==> src/rtl/uart_rx_top_if.sv <==
// Signal bundle between the RX front end (pad side / configuration) and the
// uart_rx_top receiver. master drives the line and configuration, slave is
// the receiver that returns the byte and the error strobes.
interface uart_rx_top_if #(
    parameter int DATA_WIDTH = 8,
    parameter int PRESCALE_W = 6
);
    logic                  RX_IN;
    logic                  PAR_EN;
    logic                  PAR_TYP;
    logic [PRESCALE_W-1:0] prescale;
    logic [DATA_WIDTH-1:0] P_DATA;
    logic                  data_valid;
    logic                  parity_ext_err;
    logic                  stop_ext_err;
    logic                  start_ext_err;

    modport master (
        output RX_IN, PAR_EN, PAR_TYP, prescale,
        input  P_DATA, data_valid, parity_ext_err, stop_ext_err, start_ext_err
    );

    modport slave (
        input  RX_IN, PAR_EN, PAR_TYP, prescale,
        output P_DATA, data_valid, parity_ext_err, stop_ext_err, start_ext_err
    );
endinterface

==> src/rtl/uart_rx_top.sv <==
// UART receiver with oversampling: start bit, DATA_WIDTH data bits LSB first,
// optional parity bit, one stop bit. Emits the byte with a one-cycle
// data_valid strobe and one-cycle start/parity/stop error pulses.
// Optional build macro UART_RX_MAJORITY_VOTE_EN: when defined each bit is the
// majority of three samples around mid-bit; otherwise a single mid-bit sample.
module uart_rx_top #(
    parameter int DATA_WIDTH = 8,
    parameter int PRESCALE_W = 6
) (
    input  logic          CLK,
    input  logic          RST,
    uart_rx_top_if.slave  bus
);
    localparam int BIT_W = (DATA_WIDTH > 1) ? $clog2(DATA_WIDTH) : 1;

    localparam logic [2:0] ST_IDLE   = 3'd0;
    localparam logic [2:0] ST_START  = 3'd1;
    localparam logic [2:0] ST_DATA   = 3'd2;
    localparam logic [2:0] ST_PARITY = 3'd3;
    localparam logic [2:0] ST_STOP   = 3'd4;

    logic [2:0]            state_reg, state_next;
    logic [PRESCALE_W-1:0] edge_cnt_reg, edge_cnt_next;
    logic [BIT_W-1:0]      bit_cnt_reg, bit_cnt_next;
    logic                  par_fail_reg, par_fail_next;
    logic [DATA_WIDTH-1:0] p_data_reg, p_data_next;
    logic                  valid_reg, valid_next;
    logic                  perr_reg, perr_next;
    logic                  serr_reg, serr_next;
    logic                  sterr_reg, sterr_next;

    // Configuration frozen for the duration of a frame
    logic [PRESCALE_W-1:0] prescale_reg;
    logic                  par_en_reg;
    logic                  par_typ_reg;

    logic [DATA_WIDTH-1:0] shift_reg;
    logic                  sampled_bit;
    logic                  start_det;
    logic                  bit_end;
    logic [PRESCALE_W-1:0] half_point;
    logic                  exp_parity;

    assign start_det  = (state_reg == ST_IDLE) && !bus.RX_IN;
    assign bit_end    = (edge_cnt_reg == prescale_reg - PRESCALE_W'(1));
    assign half_point = prescale_reg >> 1;
    assign exp_parity = (^shift_reg) ^ par_typ_reg;

`ifdef UART_RX_MAJORITY_VOTE_EN
    logic [2:0] samples_reg;

    // Capture the three samples at mid-bit-1, mid-bit and mid-bit+1
    for (genvar gi = 0; gi < 3; gi++) begin : g_sample
        always_ff @(posedge CLK) begin
            if (RST)
                samples_reg[gi] <= 1'b0;
            else if (state_reg != ST_IDLE &&
                     edge_cnt_reg == half_point - PRESCALE_W'(1) + PRESCALE_W'(gi))
                samples_reg[gi] <= bus.RX_IN;
        end
    end

    assign sampled_bit = (samples_reg[0] & samples_reg[1]) |
                         (samples_reg[0] & samples_reg[2]) |
                         (samples_reg[1] & samples_reg[2]);
`else
    logic sample_reg;

    // Single capture exactly at mid-bit
    always_ff @(posedge CLK) begin
        if (RST)
            sample_reg <= 1'b0;
        else if (state_reg != ST_IDLE && edge_cnt_reg == half_point)
            sample_reg <= bus.RX_IN;
    end

    assign sampled_bit = sample_reg;
`endif

    // Latch prescale and parity settings on the falling start edge
    always_ff @(posedge CLK) begin
        if (RST) begin
            prescale_reg <= '0;
            par_en_reg   <= 1'b0;
            par_typ_reg  <= 1'b0;
        end else if (start_det) begin
            prescale_reg <= bus.prescale;
            par_en_reg   <= bus.PAR_EN;
            par_typ_reg  <= bus.PAR_TYP;
        end
    end

    // Each data bit lands in its own slot at the end of its bit period
    for (genvar gi = 0; gi < DATA_WIDTH; gi++) begin : g_shift
        always_ff @(posedge CLK) begin
            if (RST)
                shift_reg[gi] <= 1'b0;
            else if (state_reg == ST_DATA && bit_end && bit_cnt_reg == BIT_W'(gi))
                shift_reg[gi] <= sampled_bit;
        end
    end

    // Frame sequencing, counters and one-cycle output strobes
    always_comb begin
        state_next    = state_reg;
        edge_cnt_next = edge_cnt_reg;
        bit_cnt_next  = bit_cnt_reg;
        par_fail_next = par_fail_reg;
        p_data_next   = p_data_reg;
        valid_next    = 1'b0;
        perr_next     = 1'b0;
        serr_next     = 1'b0;
        sterr_next    = 1'b0;

        if (state_reg != ST_IDLE)
            edge_cnt_next = bit_end ? '0 : edge_cnt_reg + PRESCALE_W'(1);

        case (state_reg)
            ST_IDLE: begin
                if (!bus.RX_IN) begin
                    state_next    = ST_START;
                    edge_cnt_next = '0;
                end
            end
            ST_START: begin
                if (bit_end) begin
                    if (sampled_bit) begin
                        sterr_next = 1'b1;
                        state_next = ST_IDLE;
                    end else begin
                        state_next   = ST_DATA;
                        bit_cnt_next = '0;
                    end
                end
            end
            ST_DATA: begin
                if (bit_end) begin
                    if (bit_cnt_reg == BIT_W'(DATA_WIDTH - 1)) begin
                        bit_cnt_next = '0;
                        state_next   = par_en_reg ? ST_PARITY : ST_STOP;
                    end else begin
                        bit_cnt_next = bit_cnt_reg + BIT_W'(1);
                    end
                end
            end
            ST_PARITY: begin
                if (bit_end) begin
                    if (sampled_bit != exp_parity) begin
                        perr_next     = 1'b1;
                        par_fail_next = 1'b1;
                    end
                    state_next = ST_STOP;
                end
            end
            ST_STOP: begin
                if (bit_end) begin
                    if (!sampled_bit) begin
                        serr_next = 1'b1;
                    end else if (!par_fail_reg) begin
                        p_data_next = shift_reg;
                        valid_next  = 1'b1;
                    end
                    par_fail_next = 1'b0;
                    state_next    = ST_IDLE;
                end
            end
            default: begin
                state_next = ST_IDLE;
            end
        endcase
    end

    // State register; reset aborts any frame in flight silently
    always_ff @(posedge CLK) begin
        if (RST) begin
            state_reg    <= ST_IDLE;
            edge_cnt_reg <= '0;
            bit_cnt_reg  <= '0;
            par_fail_reg <= 1'b0;
            p_data_reg   <= '0;
            valid_reg    <= 1'b0;
            perr_reg     <= 1'b0;
            serr_reg     <= 1'b0;
            sterr_reg    <= 1'b0;
        end else begin
            state_reg    <= state_next;
            edge_cnt_reg <= edge_cnt_next;
            bit_cnt_reg  <= bit_cnt_next;
            par_fail_reg <= par_fail_next;
            p_data_reg   <= p_data_next;
            valid_reg    <= valid_next;
            perr_reg     <= perr_next;
            serr_reg     <= serr_next;
            sterr_reg    <= sterr_next;
        end
    end

    assign bus.P_DATA         = p_data_reg;
    assign bus.data_valid     = valid_reg;
    assign bus.parity_ext_err = perr_reg;
    assign bus.stop_ext_err   = serr_reg;
    assign bus.start_ext_err  = sterr_reg;
endmodule

==> src/flat_wrapper.sv <==
// flat-port wrapper written by rule: the top's interface ports become plain ports
module uart_rx_top_flat 
#(
    parameter int DATA_WIDTH = 8,
    parameter int PRESCALE_W = 6
)
  (CLK, RST, bus_RX_IN, bus_PAR_EN, bus_PAR_TYP, bus_prescale, bus_P_DATA, bus_data_valid, bus_parity_ext_err, bus_stop_ext_err, bus_start_ext_err);
  uart_rx_top_if #(.DATA_WIDTH(DATA_WIDTH), .PRESCALE_W(PRESCALE_W)) bus_i ();
  input  logic CLK;
  input  logic RST;
  input wire logic [$bits(bus_i.RX_IN)-1:0] bus_RX_IN;
  input wire logic [$bits(bus_i.PAR_EN)-1:0] bus_PAR_EN;
  input wire logic [$bits(bus_i.PAR_TYP)-1:0] bus_PAR_TYP;
  input wire logic [$bits(bus_i.prescale)-1:0] bus_prescale;
  output wire logic [$bits(bus_i.P_DATA)-1:0] bus_P_DATA;
  output wire logic [$bits(bus_i.data_valid)-1:0] bus_data_valid;
  output wire logic [$bits(bus_i.parity_ext_err)-1:0] bus_parity_ext_err;
  output wire logic [$bits(bus_i.stop_ext_err)-1:0] bus_stop_ext_err;
  output wire logic [$bits(bus_i.start_ext_err)-1:0] bus_start_ext_err;
  assign bus_i.RX_IN = bus_RX_IN;
  assign bus_i.PAR_EN = bus_PAR_EN;
  assign bus_i.PAR_TYP = bus_PAR_TYP;
  assign bus_i.prescale = bus_prescale;
  assign bus_P_DATA = bus_i.P_DATA;
  assign bus_data_valid = bus_i.data_valid;
  assign bus_parity_ext_err = bus_i.parity_ext_err;
  assign bus_stop_ext_err = bus_i.stop_ext_err;
  assign bus_start_ext_err = bus_i.start_ext_err;
  uart_rx_top #(.DATA_WIDTH(DATA_WIDTH), .PRESCALE_W(PRESCALE_W)) u_core (.CLK(CLK), .RST(RST), .bus(bus_i));
endmodule
==> config.mk <==
export PLATFORM = sky130hd
export DESIGN_NAME = uart_rx_top_flat
export DESIGN_NICKNAME = d
export VERILOG_FILES = /design/src/rtl/uart_rx_top_if.sv /design/src/rtl/uart_rx_top.sv /design/src/flat_wrapper.sv
export SDC_FILE = /design/constraint.sdc
export NUM_CORES = 1
export LEC_CHECK = 0
export CORE_UTILIZATION = 60
export DETAILED_ROUTE_END_ITERATION = 7
export GPL_TIMING_DRIVEN = 0
export PLACE_DENSITY = 0.86
export SLEW_MARGIN = 20
export SYNTH_ARGS = -nofsm -noshare
export SYNTH_HDL_FRONTEND = slang
export SYNTH_SLANG_ARGS = --single-unit
==> constraint.sdc <==
create_clock -name CLK -period 4.65 [get_ports CLK]
set_clock_uncertainty 0.05 [all_clocks]
set_input_delay 0.93 -clock CLK [delete_from_list [all_inputs] [get_ports CLK]]
set_output_delay 0.93 -clock CLK [all_outputs]
set_load 0.02 [all_outputs]
After elaboration in Yosys (flattened, before gate mapping)
Index checks and enable logic that the tools add are counted.
{"block": "word_totals", "ff_bits": 42, "inputBits": 11, "output_inout_bits": 12, "elab_cells": 105}
{"block": "classes", "add_sub_neg": 3, "n_eq_ne": 22, "n_mux": 26, "n_bitwise": 7, "n_reduce_logical": 26}
{"operator": "two-way mux 3 bit", "count": 11}
{"operator": "two-way mux 6 bit", "count": 4}
{"operator": "== test 3 bit (second input constant)", "count": 5}
{"operator": "case mux 3 bit (5 select lines)", "count": 1}
{"operator": "== test 3 x 2 -> 1 bit (second input constant)", "count": 4}
{"operator": "AND reduction 4 bit", "count": 3}
{"operator": "logical AND 1 bit", "count": 11}
{"operator": "!= test 2 x 1 -> 1 bit (second input constant)", "count": 5}
{"operator": "OR reduction 3 bit", "count": 3}
{"operator": "XOR reduction 8 bit", "count": 1}
{"operator": "two-way mux 1 bit", "count": 7}
{"operator": "adder 6 x 1 -> 6 bit (second input constant)", "count": 1}
{"operator": "== test 3 x 1 -> 1 bit (second input constant)", "count": 2}
{"operator": "== test 6 x 5 -> 1 bit", "count": 1}
{"operator": "== test 6 bit", "count": 1}
{"operator": "zero test 3 bit", "count": 2}
{"operator": "!= test 2 bit (second input constant)", "count": 3}
{"operator": "NOT 1 bit", "count": 6}
{"operator": "case mux 3 bit (2 select lines)", "count": 1}
{"operator": "AND reduction 6 bit", "count": 1}
{"operator": "subtractor 6 x 1 -> 6 bit (second input constant)", "count": 1}
{"operator": "nonzero test 2 bit", "count": 2}
{"operator": "OR reduction 4 bit", "count": 1}
{"operator": "adder 3 x 1 -> 3 bit (second input constant)", "count": 1}
{"operator": "other kinds (6)", "count": 6}

Logic depth before layout (Yosys ltp)
{"block": "depth", "word_depth": 6, "ltp_mapped": 9, "mapped_depth_nobuf": 7}

Worst setup path after synthesis
No wires, ideal clock.
{"block": "synth_timing", "path_type": "register -> register", "from": "register u_core.prescale_reg[0]", "to": "register u_core.state_reg[0]", "setup_ns": 0.086, "t_arrival_ns": 2.322, "required_ns": 4.514, "slack_ns": 2.191, "stages_incl_launch_ff": 7, "path_buffers": 1, "synth_period_minus_slack_ns": 2.459, "cell_sequence": "dfxtp_1 > or4_1 > or3_4 > a211o_1 > buf_6 > or4_4 > a221oi_2"}
{"block": "synth_via", "elab_chain_cells": 4}
{"element": "start: declaration", "line_no": "uart_rx_top.sv:33", "text": "logic [PRESCALE_W-1:0] prescale_reg;"}
{"element": "start signal: assignment", "line_no": "uart_rx_top.sv:87", "text": "prescale_reg <= bus.prescale;"}
{"element": "subtractor 6 x 1 -> 6 bit (*)", "line_no": "uart_rx_top.sv:45", "text": "assign bit_end = (edge_cnt_reg == prescale_reg - PRESCALE_W'(1));"}
{"element": "== test 6 bit (*)", "line_no": "uart_rx_top.sv:45"}
{"element": "!= test 2 x 1 -> 1 bit (no source line)"}
{"element": "AND reduction 6 bit (no source line) (*)"}
{"element": "end signal: assignment", "line_no": "uart_rx_top.sv:186", "text": "state_reg <= state_next;"}
{"element": "end: declaration", "line_no": "uart_rx_top.sv:22", "text": "logic [2:0] state_reg, state_next;"}
Mark *: on every way between the ends. The rest lies on a longest branch, timed or not.
A chain may end at the register's enable or synchronous reset.

Worst setup path after layout
{"block": "layout_timing", "from": "register u_core.prescale_reg[0]", "to": "register u_core.edge_cnt_reg[5]"}
{"block": "layout_via", "elab_chain_cells": 6}
{"element": "subtractor 6 x 1 -> 6 bit (*)", "line_no": "uart_rx_top.sv:45"}
{"element": "== test 6 bit (*)", "line_no": "uart_rx_top.sv:45"}
{"element": "two-way mux 6 bit (*)", "line_no": "uart_rx_top.sv:116", "text": "edge_cnt_next = bit_end ? '0 : edge_cnt_reg + PRESCALE_W'(1);"}
{"element": "two-way mux 6 bit (*)", "line_no": "uart_rx_top.sv:115", "text": "if (state_reg != ST_IDLE)"}
{"element": "two-way mux 6 bit", "line_no": "uart_rx_top.sv:120", "text": "if (!bus.RX_IN) begin"}
{"element": "two-way mux 6 bit (*)", "line_no": "uart_rx_top.sv:118", "text": "case (state_reg)"}
{"element": "end signal: assignment", "line_no": "uart_rx_top.sv:187", "text": "edge_cnt_reg <= edge_cnt_next;"}
{"element": "end: declaration", "line_no": "uart_rx_top.sv:23", "text": "logic [PRESCALE_W-1:0] edge_cnt_reg, edge_cnt_next;"}
Marked as above.

==> results.md <==
- Outcome: finished clean
- Clock root cell: clkbuf_8
- Final setup fails: 0
- Initial Util: 0.6261
- Cell family with most CP delay: compound AO/OA/AOI/OAI gates
- Layout cells sized above 1: 0.04407
- Die H: between 60 and 70 um
- Pwr/cell area: approximately 270 mW/mm^2
- Drt wl/cell: ~15 um
- Mux share of post-synthesis cell area: 0.06550
- Static leakage: a little under 0.001 uW
- Library cells used by synthesis: 45
- Port Buffer Count: 20
- Buffer count from post-CTS setup fixing: 0
- Initial antenna violation count: 0
- GR Util All Layers: 0.2794
- Synthesized area: between 0.002 and 0.0025 mm^2
- Period utilisation layout: 0.5956
- Fill cells: between 200 and 300
- Final wirelength: between 5 and 6 mm
- Routed Antenna Nets: 0
- NumNets Final: around 310
- Clock Pin Slew Worst Setup and Hold Paths: ~80 ps
- Worst-Margin Slew: approximately 820 ps
- Post-synthesis adder-cell area fraction: 0.04367
- Diodes inserted: 0
- Drc violations: 0
- Data arrival, critical path: a little under 3000 ps
- Cts hold-fix bufs: 0
- Slowest cell on the critical path: a32oi_1
- Worst EP required: between 4000 and 5000 ps
- Initial drt markers: about 140
- Synth Area in Simple Gates: 0.2282
- Final HPWL from detailed placement: roughly 3.7 mm
- Max_slew headroom: 0.4451
- GRT Residual Overflow: 0
- Clk buf depth: 2
- CP max stage delay: 590 ps
- Worst-path maximum fanout: 8
- Fin crit period: roughly 2800 ps
- Avg Cell Area, Syn: 8.585 um^2
- Placed cell area: between 0.002 and 0.003 mm^2
- Die X: approximately 64 um
- Clk Latency, worst-skew pair: roughly 310 ps
- Synth Instances: approximately 270
- Post-synth EDFFs: 0
- Layout area overhead: 15.50%
- Vias per std cell: about 6.0
- TritonCTS clock tree: done
- Fmax: 361.1 MHz
- Core footprint: roughly 0.0037 mm^2
- Register bit total from synthesis: 42
- Combinational family with the most area after synthesis: simple AND/OR/NAND/NOR gates
- Die ar.: around 0.0041 mm^2
- Xor/xnor cell area share of the yosys netlist: 0.08788
- Hold WC Path Type: reg -> reg
- Placed Cells: 335
- Crit-path cells: inv_1, ha_1, and2_1, a211o_1, a32oi_1, nor2_1, a2111oi_0
- Final-report hold violation count: 0
- Routed wl met3: just under 300 um
- Final non-filler cell total: 343
- Met2 WL post-DR: 2.485 mm
- Largest net degree at the start of global routing: 14
- Routability cong.: 0.8684
- CTS H-Tree Depth: 2
- Max-cap viol count: 0
- Startpoint types: flop
- CP Class: reg -> reg
- Bufs and invs on worst path: 1
- First-pass GRT wire length: 8.700 mm
- Synthesized Nets: ~290
- Pre-antenna DRT Iters: 4
- Vias in the first global route: 1,867
- Register area share after synthesis: 0.3668
- Clk sinks: between 40 and 50
- RSZ-0062 raised after global routing: false
- Fraction of the mapped netlist area in compound gates: 0.1556
- FP Rows: 22
- Final Slew Violations: 0
- DR top layer: met4
- Boundary pin count: 23
- Cts repair resizes: 0
- R2r setup slk: between 1500 and 2000 ps
- Via count: about 2,000
- Synth async-reset ratio: 0
- CP Capture Type: flop
- Peak supply drop: 0.0001965 V
- Total CTS buffers: 5
- Fin area: 0.002648 mm^2
- Syn. warnings: 0
- Met1 Routed Length: 2.394 mm
- Post-synth top flop: dfxtp_1
- TNS Setup: 0 ps
[final timing paths]
path                                               end                   start  cells after the start
worst max register to register  u_core.edge_cnt_reg[5]  u_core.prescale_reg[0]                      7
worst max-delay path            u_core.edge_cnt_reg[5]  u_core.prescale_reg[0]                      7
worst min-delay path              u_core.bus.P_DATA[7]    u_core.bus.P_DATA[7]                      2
worst min register to register    u_core.bus.P_DATA[7]    u_core.bus.P_DATA[7]                      2
[layer usage]
| layer | up-vias | track usage |
|---|---|---|
| met4 | 0 | 0.07955 |
| li1 | 1015 | - |
| met3 | 9 | 0.06964 |
| met2 | 68 | 0.4694 |
| met1 | 960 | 0.3520 |
| met5 | - | 0 |
[synthesized netlist by cell type (all sizes together) (4+ instances only)]
cell     count  share of area
nor3         6          0.013
a2111oi      4          0.018
nor2        22          0.036
inv         10          0.016
dfxtp       42           0.37
mux2i       15          0.066
xor2         8          0.031
xnor2       15          0.057
nand2        8          0.013
nor2b        4          0.011
nand2b      10          0.027
ha           8          0.044
a21oi       17          0.037
nand3       23          0.050
clkbuf      17          0.028
o21ai       11          0.024
nand4        6          0.016
[kinds of logic (layout without fill, tap and decap cells)]
kind of cell / count (synthesis) / after routing
AO/OA/AOI/OAI: 51 / 51
adder cells (fa/ha/maj): 8 / 8
buffers and inverters: 30 / 58
XOR/XNOR: 23 / 23
AND/OR/NAND/NOR: 98 / 98
flip-flops: 42 / 42
multiplexers: 15 / 15
[cell type report]
| cell class | instances | area [um^2] | share of cell area |
|---|---|---|---|
| Timing Repair Buffer | 20 | 200.2 | 0.07561 |
| Clock buffer | 6 | 82.58 | 0.03119 |
| Tap cell | 48 | 60.06 | 0.02268 |
| Multi-Input combinational cell | 195 | 1331 | 0.5028 |
| Clock inverter | 2 | 12.51 | 0.004726 |
| Inverter | 10 | 37.54 | 0.01418 |
| Buffer | 20 | 82.58 | 0.03119 |
| Sequential cell | 42 | 840.8 | 0.3176 |
[metrics by stage]
| step | hold WS (ps) | power (uW) | utilization | worst slack (ps) |
|---|---|---|---|---|
| 4_1_cts | 434.4 | 717.1 | 0.7232 | 1892 |
| 6_report | 426.7 | 717.4 | 0.7232 | 1880 |
| 2_1_floorplan | 420.0 | 447.2 | - | 2191 |
| 5_1_grt | 460.5 | 751.8 | 0.7232 | 1617 |
| 3_5_place_dp | 419.8 | 472.7 | 0.6972 | 1918 |
| 3_3_place_gp | 413.3 | 470.2 | 0.6972 | 1958 |
[placed cells by master, fill, tap and decap left out, types with 3 or more instances in the layout]
master,n
dfxtp_1,42
nand3_1,23
nor2_1,22
clkdlybuf4s50_1,20
clkbuf_1,17
a21oi_1,17
xnor2_1,15
mux2i_1,15
o21ai_0,11
inv_1,10
nand2b_1,10
xor2_1,8
nand2_1,8
ha_1,8
nor3_1,6
nand4_1,6
clkbuf_8,6
nor2b_1,4
a211o_1,3
a2111oi_0,3
nor4_1,3
and3_1,3
[worst reg2reg max path: cells and delay by family, from the launching register on]
kind	cells	cell delay [ps]
AOI/OAI and AO/OA	3	1380
adders and majority gates	1	240
buffers and inverters	1	80
DFF	1	390
and+or+nand+nor	2	520
[where the power goes]
part | leakage, uW | internal (uW) | switching, uW
registers | 0.000340 | 366 | 7.73
logic | 0.000578 | 35.8 | 57.5
clock network | 0.0000472 | 119 | 131
(Power assumes the default switching activity.)
